## src/rtl/seq_pkg.sv

```systemverilog
// Shared definitions for the 3-bit symbol stream (generator, detector, benches).
package seq_pkg;

  localparam int unsigned SYM_W = 3;
  localparam logic [SYM_W-1:0] IDLE_SYM = 3'b111;

  typedef enum logic [1:0] {
    StIdle = 2'd0,
    StSend = 2'd1,
    StGap  = 2'd2
  } seq_state_e;

endpackage

```

## src/rtl/seq_pattern_ram.sv

```systemverilog
// Pattern store: DEPTH x SYM_W register file, synchronous write, asynchronous read.
module seq_pattern_ram
  import seq_pkg::*;
#(
  parameter int unsigned DEPTH = 8,
  localparam int unsigned AW = $clog2(DEPTH)
) (
  input  logic             clk,
  input  logic             reset,
  input  logic             we_i,
  input  logic [AW-1:0]    waddr_i,
  input  logic [SYM_W-1:0] wdata_i,
  input  logic [AW-1:0]    raddr_i,
  output logic [SYM_W-1:0] rdata_o
);

  logic [SYM_W-1:0] mem_q [DEPTH];
  logic [SYM_W-1:0] mem_d [DEPTH];

  // Next contents: only the addressed slot changes on a write.
  always_comb begin
    mem_d = mem_q;
    if (we_i) mem_d[waddr_i] = wdata_i;
  end

  // Slot storage; reset fills every slot with the idle symbol.
  always_ff @(posedge clk or posedge reset) begin
    if (reset) begin
      for (int unsigned i = 0; i < DEPTH; i++) mem_q[i] <= IDLE_SYM;
    end else begin
      mem_q <= mem_d;
    end
  end

  assign rdata_o = mem_q[raddr_i];

endmodule

```

## src/rtl/sequence_generator.sv

```systemverilog
// Replays a programmed symbol pattern rep_count times with gap_len idle symbols
// between repetitions. All outputs are registered.
module sequence_generator
  import seq_pkg::*;
#(
  parameter int unsigned DEPTH = 8,
  parameter int unsigned CNT_W = 8,
  localparam int unsigned AW = $clog2(DEPTH)
) (
  input  logic             clk,
  input  logic             reset,
  input  logic             cfg_we,
  input  logic [AW-1:0]    cfg_addr,
  input  logic [SYM_W-1:0] cfg_wdata,
  input  logic [AW:0]      seq_len,
  input  logic [CNT_W-1:0] rep_count,
  input  logic [CNT_W-1:0] gap_len,
  input  logic             start,
  input  logic             abort,
  output logic [SYM_W-1:0] data,
  output logic             data_valid,
  output logic             busy,
  output logic             done
);

  localparam logic [AW:0] MaxLen = (AW+1)'(DEPTH);

  seq_state_e state_q, state_d;

  logic [AW-1:0]    idx_q, idx_d;
  logic [CNT_W-1:0] rep_q, rep_d;
  logic [CNT_W-1:0] gap_q, gap_d;
  logic [AW:0]      len_q, len_d;
  logic [CNT_W-1:0] rep_cnt_q, rep_cnt_d;
  logic [CNT_W-1:0] gap_len_q, gap_len_d;

  logic [SYM_W-1:0] data_q, data_d;
  logic             valid_q, valid_d;
  logic             busy_q, busy_d;
  logic             done_q, done_d;

  logic             done_evt;
  logic             cfg_wr;
  logic [AW:0]      len_clamped;
  logic             last_sym;
  logic             last_rep;
  logic [SYM_W-1:0] rd_data;
  logic [SYM_W-1:0] sym_next;

  // Pattern writes are only honoured while idle.
  assign cfg_wr = cfg_we && (state_q == StIdle);

  seq_pattern_ram #(
    .DEPTH (DEPTH)
  ) u_ram (
    .clk     (clk),
    .reset   (reset),
    .we_i    (cfg_wr),
    .waddr_i (cfg_addr),
    .wdata_i (cfg_wdata),
    .raddr_i (idx_d),
    .rdata_o (rd_data)
  );

  // Decode helpers: clamped launch length and end-of-repetition conditions.
  always_comb begin
    len_clamped = (seq_len > MaxLen) ? MaxLen : seq_len;
    last_sym    = ({1'b0, idx_q} == (len_q - (AW+1)'(1)));
    last_rep    = (({1'b0, rep_q} + (CNT_W+1)'(1)) == {1'b0, rep_cnt_q});
  end

  // Next-state and counter logic.
  always_comb begin
    state_d   = state_q;
    idx_d     = idx_q;
    rep_d     = rep_q;
    gap_d     = gap_q;
    len_d     = len_q;
    rep_cnt_d = rep_cnt_q;
    gap_len_d = gap_len_q;
    done_evt  = 1'b0;

    unique case (state_q)
      StIdle: begin
        if (start) begin
          len_d     = len_clamped;
          rep_cnt_d = rep_count;
          gap_len_d = gap_len;
          idx_d     = '0;
          rep_d     = '0;
          gap_d     = '0;
          if ((len_clamped == '0) || (rep_count == '0)) begin
            done_evt = 1'b1;
          end else begin
            state_d = StSend;
          end
        end
      end
      StSend: begin
        if (last_sym) begin
          idx_d = '0;
          rep_d = rep_q + CNT_W'(1);
          if (last_rep) begin
            state_d  = StIdle;
            done_evt = 1'b1;
          end else if (gap_len_q != '0) begin
            state_d = StGap;
            gap_d   = CNT_W'(1);
          end
        end else begin
          idx_d = idx_q + AW'(1);
        end
      end
      StGap: begin
        // gap_q numbers the idle symbol currently on the output (1..gap_len).
        if (gap_q == gap_len_q) begin
          state_d = StSend;
        end else begin
          gap_d = gap_q + CNT_W'(1);
        end
      end
      default: state_d = StIdle;
    endcase

    // Abort beats everything, including a same-cycle start.
    if (abort) begin
      state_d  = StIdle;
      idx_d    = '0;
      rep_d    = '0;
      gap_d    = '0;
      done_evt = 1'b0;
    end
  end

  // A same-cycle write is visible to the symbol fetched at launch.
  always_comb begin
    sym_next = rd_data;
    if (cfg_wr && (cfg_addr == idx_d)) sym_next = cfg_wdata;
  end

  // Output next-values, derived from the state being entered.
  always_comb begin
    valid_d = (state_d == StSend);
    busy_d  = (state_d != StIdle);
    data_d  = valid_d ? sym_next : IDLE_SYM;
    done_d  = done_evt;
  end

  // State register.
  always_ff @(posedge clk or posedge reset) begin
    if (reset) begin
      state_q <= StIdle;
    end else begin
      state_q <= state_d;
    end
  end

  // Counters, latched launch parameters and registered outputs.
  always_ff @(posedge clk or posedge reset) begin
    if (reset) begin
      idx_q     <= '0;
      rep_q     <= '0;
      gap_q     <= '0;
      len_q     <= '0;
      rep_cnt_q <= '0;
      gap_len_q <= '0;
      data_q    <= IDLE_SYM;
      valid_q   <= 1'b0;
      busy_q    <= 1'b0;
      done_q    <= 1'b0;
    end else begin
      idx_q     <= idx_d;
      rep_q     <= rep_d;
      gap_q     <= gap_d;
      len_q     <= len_d;
      rep_cnt_q <= rep_cnt_d;
      gap_len_q <= gap_len_d;
      data_q    <= data_d;
      valid_q   <= valid_d;
      busy_q    <= busy_d;
      done_q    <= done_d;
    end
  end

  assign data       = data_q;
  assign data_valid = valid_q;
  assign busy       = busy_q;
  assign done       = done_q;

endmodule
```

## config.mk

```make
export PLATFORM = sky130hd
export DESIGN_NAME = sequence_generator
export DESIGN_NICKNAME = d
export VERILOG_FILES = /design/src/rtl/seq_pkg.sv /design/src/rtl/seq_pattern_ram.sv /design/src/rtl/sequence_generator.sv
export SDC_FILE = /design/constraint.sdc
export NUM_CORES = 1
export LEC_CHECK = 0
export ABC_AREA = 1
export CAP_MARGIN = 40
export CORE_MARGIN = 1.5
export CORE_UTILIZATION = 58
export CTS_CLUSTER_SIZE = 8
export DETAILED_ROUTE_END_ITERATION = 8
export GPL_ROUTABILITY_DRIVEN = 0
export GPL_TIMING_DRIVEN = 1
export PLACE_DENSITY = 0.89
export SYNTH_ARGS = -nofsm -noshare
export SYNTH_HDL_FRONTEND = slang
export SYNTH_SLANG_ARGS = --single-unit
```

## constraint.sdc

```tcl
create_clock -name clk -period 2.25 [get_ports clk]
set_input_delay 0.3375 -clock clk [delete_from_list [all_inputs] [get_ports clk]]
set_output_delay 0.3375 -clock clk [all_outputs]
set_load 0.01 [all_outputs]
```

# --- After elaboration in Yosys (flattened, before gate mapping) ---
# Cells that the tools add are included.
word_totals:
  register_bits: 71
  out_inout_bits: 6
  word_cells: 93
classes:
  add_sub_neg: 5
  n_lt_le_gt_ge: 4
  eq_ne: 12
  muxes: 37
  bitwise_logic: 2
  n_reduce_logical: 14
ops:
  columns: ["operator", "n"]
  rows:
  - ["$mux 8", 8]
  - ["$bwmux 24", 1]
  - ["$mux 3", 8]
  - ["$pmux 8 s3", 1]
  - ["$add 8x1->8 const B", 2]
  - ["$pmux 8 s2", 1]
  - ["$ne 3x3->1 const B", 5]
  - ["$mux 2", 7]
  - ["$add 8x1->9 const B", 1]
  - ["$bmux 3 s3", 1]
  - ["$demux 3 s3", 1]
  - ["$eq 9x8->1", 1]
  - ["$eq 8x8->1", 1]
  - ["$ge 4x4->1 const B", 2]
  - ["$logic_not 8->1", 1]
  - ["$not 3->4", 2]
  - ["$reduce_bool 8->1", 1]
  - ["$pmux 2 s3", 1]
  - ["$pmux 3 s2", 1]
  - ["$reduce_and 6->1", 1]
  - ["$mux 1", 5]
  - ["$eq 2x1->1 const B", 2]
  - ["$eq 3x4->1", 1]
  - ["$gt 4x4->1 const B", 1]
  - ["other kinds (16)", 18]

# --- Depth between registers and ports, before layout ---
# Gate-level depths: netlist of the first run.
logic_depth:
  word_depth: 11
  mapped_depth: 16
  ltp_nobuf: 15

# --- Cells and area by module ---
# From an unflattened synthesis of the first run, not the netlist that was laid out.
unflattened:
  hier_cells: 578
  hier_area_um2: 4201.5
modules_own_cells:
  columns: ["mod", "instances", "cells_each", "area_each_um2", "seq_area_each_um2"]
  rows:
  - ["sequence_generator", 1, 405, 2934.1, 1179.9]
  - ["seq_pattern_ram", 1, 173, 1267.5, 630.6]

# --- Worst setup path after synthesis of the first run ---
# No wires, ideal clock.
synth_timing:
  path_kind: "register to register"
  from: "reg len_q[0]"
  to: "reg gap_q[0]"
  setup_time_ps: 123
  t_arrival_ps: 1843
  required_ps: 2127
  slack_ps: 283
  path_stages_with_launch: 13
  path_buffers: 1
  synth_period_minus_slack_ps: 1967
  cell_sequence: "dfrtp_1 > inv_1 > ha_1 > xnor2_1 > nor2_1 > nand3_2 > a21oi_2 > o21ai_0 > a21oi_1 > o21ai_4 > buf_6 > nand2_2 > o21ai_2"
synth_between:
  elab_chain_len: 4
synth_rtl:
  columns: ["item", "line", "rtl"]
  rows:
  - ["start: declaration", "sequence_generator.sv:33", "logic [AW:0] len_q, len_d;"]
  - ["start signal: assignment", "sequence_generator.sv:175", "len_q <= len_d;"]
  - ["$sub 4x1->4", "sequence_generator.sv:68", "last_sym = ({1'b0, idx_q} == (len_q - (AW+1)'(1)));"]
  - ["$eq 3x4->1", "sequence_generator.sv:68", null]
  - ["$ne 3x3->1 (no line)", null, null]
  - ["$reduce_and 6->1 (no line)", null, null]
  - ["end signal: assignment", "sequence_generator.sv:174", "gap_q <= gap_d;"]
  - ["end: declaration", "sequence_generator.sv:32", "logic [CNT_W-1:0] gap_q, gap_d;"]
# No other way between the ends.
# A chain may end at the register's enable or synchronous reset.

# --- Final worst setup path of the first run ---
layout_timing:
  from: "reg len_q[0]"
  to: "reg data_q[2] (netlist: data[2])"
layout_between:
  elab_chain_len: 11
  elab_cells_between_ends: 17
  cone_classes: "1 x add/sub; 3 x eq/ne; 11 x mux; 1 x bitwise; 1 x reduce/logical"
layout_rtl:
  columns: ["item", "line", "rtl"]
  rows:
  - ["$sub 4x1->4 *", "sequence_generator.sv:68", null]
  - ["$eq 3x4->1 *", "sequence_generator.sv:68", null]
  - ["$mux 3", "sequence_generator.sv:100", "if (last_sym) begin"]
  - ["$pmux 3 s2", "sequence_generator.sv:83", "unique case (state_q)"]
  - ["$mux 3", "sequence_generator.sv:126", "if (abort) begin"]
  - ["$not 3->4 (implied by the code)", "seq_pattern_ram.sv:35", "assign rdata_o = mem_q[raddr_i];"]
  - ["$bmux 3 s3", "seq_pattern_ram.sv:35", null]
  - ["$mux 3 (implied by the code) (2 in a row)", "seq_pattern_ram.sv:35", null]
  - ["$mux 3", "sequence_generator.sv:138", "if (cfg_wr && (cfg_addr == idx_d)) sym_next = cfg_wdata;"]
  - ["$mux 3 *", "sequence_generator.sv:145", "data_d = valid_d ? sym_next : IDLE_SYM;"]
  - ["net data_d[2]", "sequence_generator.sv:37", "logic [SYM_W-1:0] data_q, data_d;"]
  - ["end signal: assignment", "sequence_generator.sv:178", "data_q <= data_d;"]
  - ["end: declaration", "sequence_generator.sv:37", null]
# The timed path passes the listed nets; every way through them passes the cells marked *. The select of a mux whose other input is x is not followed.

==> run metrics, run 1 <==
status=finished, final reports clean; unrepaired setup endpoints after global routing=yes; H-Tree Depth=3; Die Area=0.007411 mm^2; R2R Path Start=len_q[0]; Slew headroom=0.7090; mapped cell area=0.004004 mm^2; post-route cell area=0.004922 mm^2; r2r endpoint=data[2]; Worst Path Arrival=2.44 ns; Top Ports=37; distinct cell type count after synthesis=29; Initial Utilization=0.5959; share of the synthesized area in the top cell type=0.2750; row cnt=30; Placed Area=0.004523 mm^2; worst setup margin=0.09503 ns; final net count=634; Yosys warning count=0; worst-margin pin slew=0.4349 ns; routed vias/inst=5.485; critical-path maximum fanout=7; pre-CTS setup slack=0.04894 ns; TNS Setup=0 ns; Total Routing Usage GR=0.2716; largest net degree at the start of global routing=72; Power Dens Cells=732.1 mW/mm^2; cells on worst reg2reg path=14; clk slew on worst S/H paths=0.08 ns; die span in y=86.09 um; CTS tree=done; share of cells above drive strength 1=0.1750; first-pass iteration count of the detailed router=6; initial antenna violation count=0; Detail Placement HPWL=6682 um; Clock Skew=0.01001 ns; cts bufs inserted=9; register area share after synthesis=0.4522; critical path's most frequent cell=nand3_2; total gr overflow=0; CP Capture Type=flip-flop; CTS root buf=clkbuf_8; f_max=464.0 MHz; Pwr Total=3.603 mW; Post-Route WL=9763 um; Leakage=2.362 nW; core footprint=0.006719 mm^2; first-pass GRT wire length=15810 um; Syn Area/Cell=7.512 um^2; crit path launch type=flip-flop; Vias=3730; R2R setup slack=0.1 ns; dominant cell type by area after synthesis=dfrtp_1; critical path's slowest cell=dfrtp_1; slowest stage delay, CP=0.40 ns; vias in the first global route=3618; final-layout fill cell count=478; ANT cells=0; drt first-iter violations=281; area grow syn2layout=22.94%; fin crit period=2.155 ns; Post-CTS Hold Fix Bufs=0; Min-Delay Path Class=input pin to async pin; Min Hold Slack=0.3682 ns; # DRC=0; CTS Buffer Depth=2; antenna-violating nets left=0; DR WL/cell=14.36 um; I/O Buffers=36; Worst EP required=2.53 ns; Setup CP Type=flip-flop to flip-flop; worst-path cell chain=inv_2, ha_4, xnor2_1, nor2_1, nand3_2, nand2_2, nand2_2, buf_4, nand3_1, nand2_1, nor2_4, nand3_2, nand3_1, nand3_2; syn nets=572; max-slew violations=0; VDD IR max=616.1 uV; # setup viols final=0; Chip Width=86.09 um; clock sinks=71; synth top area cells=dfrtp_1, dfstp_2, nand2_1; Yosys reg bits=71; Hold Vio Cnt, Final=0; clock latency on the worst-skew pair=0.35 ns; Period Utilization, post-route=0.9578; Max Cap Viol=0; Mapped Cells=533
==> repair_timing <==
item	in CTS	in global routing
resized for setup	2	29
pin swaps	2	15
gates cloned	1	0
setup endpoints to repair	5	15
buffers inserted	0	10
==> worst max-delay path by stage <==
stage	start	endpoint	slack [ns]	cells past startpoint
detailed placement	rep_q[0]	data[2]	0.05	12
global route	state_q[1]	data[2]	-0.04	15
CTS	rep_q[0]	data[2]	0.02	12
global placement	rep_q[0]	data[1]	0.11	12
finish	len_q[0]	data[2]	0.1	14
floorplan	reset	busy	0.16	1
==> report_power, final <==
group          switching [mW]  internal (mW)
Combinational           0.523          0.393
Clock                   0.490          0.508
Sequential              0.137           1.55
==> state kept, by name (all words and copies together), names as in the netlist, 3 cells and up <==
name,flops
data,3
gap_len_q,8
gap_q,8
idx_q,3
len_q,4
rep_cnt_q,8
rep_q,8
u_ram.mem_q,24
==> critical path, delay by kind of cell (launching register included) <==
kind	cells	cell delay (ns)
XOR/XNOR	1	0.12
adder cells (fa/ha/maj)	1	0.21
buffers and inverters	2	0.26
flip-flops	1	0.40
AND/OR/NAND/NOR	10	1.08
==> metal layers <==
metal  global-route usage  vias to the layer above  wire length [um]
met3              0.05871                       26               566
met1               0.3169                     1743              3914
met4               0.1041                        0               232
met2               0.4875                      136              5049
li1                     -                     1825                 -
met5                    0                        -                 0
==> cells by family after synthesis <==
logic type               after synthesis  share of synthesized area
flip-flops                            71                     0.4522
AND/OR/NAND/NOR                      280                     0.3066
XOR/XNOR                              16                    0.03500
buffers and inverters                 87                    0.08500
adder cells (fa/ha/maj)                8                    0.02500
AO/OA/AOI/OAI                         71                    0.09626
==> metrics by stage <==
step	util	std cells
after floorplan	-	533
after global placement	0.6732	653
after detailed placement	0.6732	653
after CTS	0.7034	670
after global routing	0.7326	680
final	0.7326	680
==> final cells by class <==
cell class	instances	area, um^2	share of cell area
clock buffer	10	127.6	0.02593
multi-input combinational	376	1982	0.4026
clock inverter	6	61.31	0.01246
inverter	79	296.5	0.06024
tap	80	100.1	0.02034
timing repair buffer	58	541.8	0.1101
sequential	71	1813	0.3683
==> synthesized netlist by cell type (all sizes together) <==
cell type,instances
a21oi,7
buf,4
clkbuf,4
dfrtp,44
dfstp,27
ha,8
inv,79
nand2,168
nand3,53
nand3b,12
nand4,6
nor2,36
nor4,2
o21ai,58
o22ai,6
or2,3
xnor2,8
xor2,8
==> layout by cell type, fill, tap and decap left out, types with 2 or more instances in the layout <==
| cell type | count |
|---|---|
| nand2_1 | 159 |
| inv_1 | 74 |
| nand3_1 | 47 |
| o21ai_0 | 46 |
| dfrtp_1 | 42 |
| clkdlybuf4s50_1 | 36 |
| nor2_1 | 30 |
| dfstp_2 | 27 |
| buf_4 | 20 |
| nand3b_1 | 12 |
| nand2_2 | 9 |
| clkbuf_8 | 9 |
| xnor2_1 | 8 |
| o21ai_1 | 8 |
| xor2_1 | 8 |
| nand3_2 | 6 |
| o22ai_1 | 6 |
| nand4_1 | 6 |
| inv_2 | 5 |
| a21oi_1 | 5 |
| ha_1 | 5 |
| nor2_4 | 4 |
| o21ai_2 | 3 |
| ha_4 | 3 |
| clkinv_2 | 3 |
| a21oi_4 | 2 |
| nor2_2 | 2 |
| nor4_1 | 2 |
| o21ai_4 | 2 |
| or2_2 | 2 |
| dfrtp_2 | 2 |
(Power assumes the default switching activity.)
==> run 2, diff against run 1 <==
SLEW_MARGIN = 20   (was not set)
==> results of run 2 <==
Same layout as run 1: the final DEF is identical, and so are final timing and power.
==> run 3, diff against run 2 <==
CAP_MARGIN = 20   (was 40)
==> results of run 3 <==
Same layout as run 1: the final DEF is identical, and so are final timing and power.
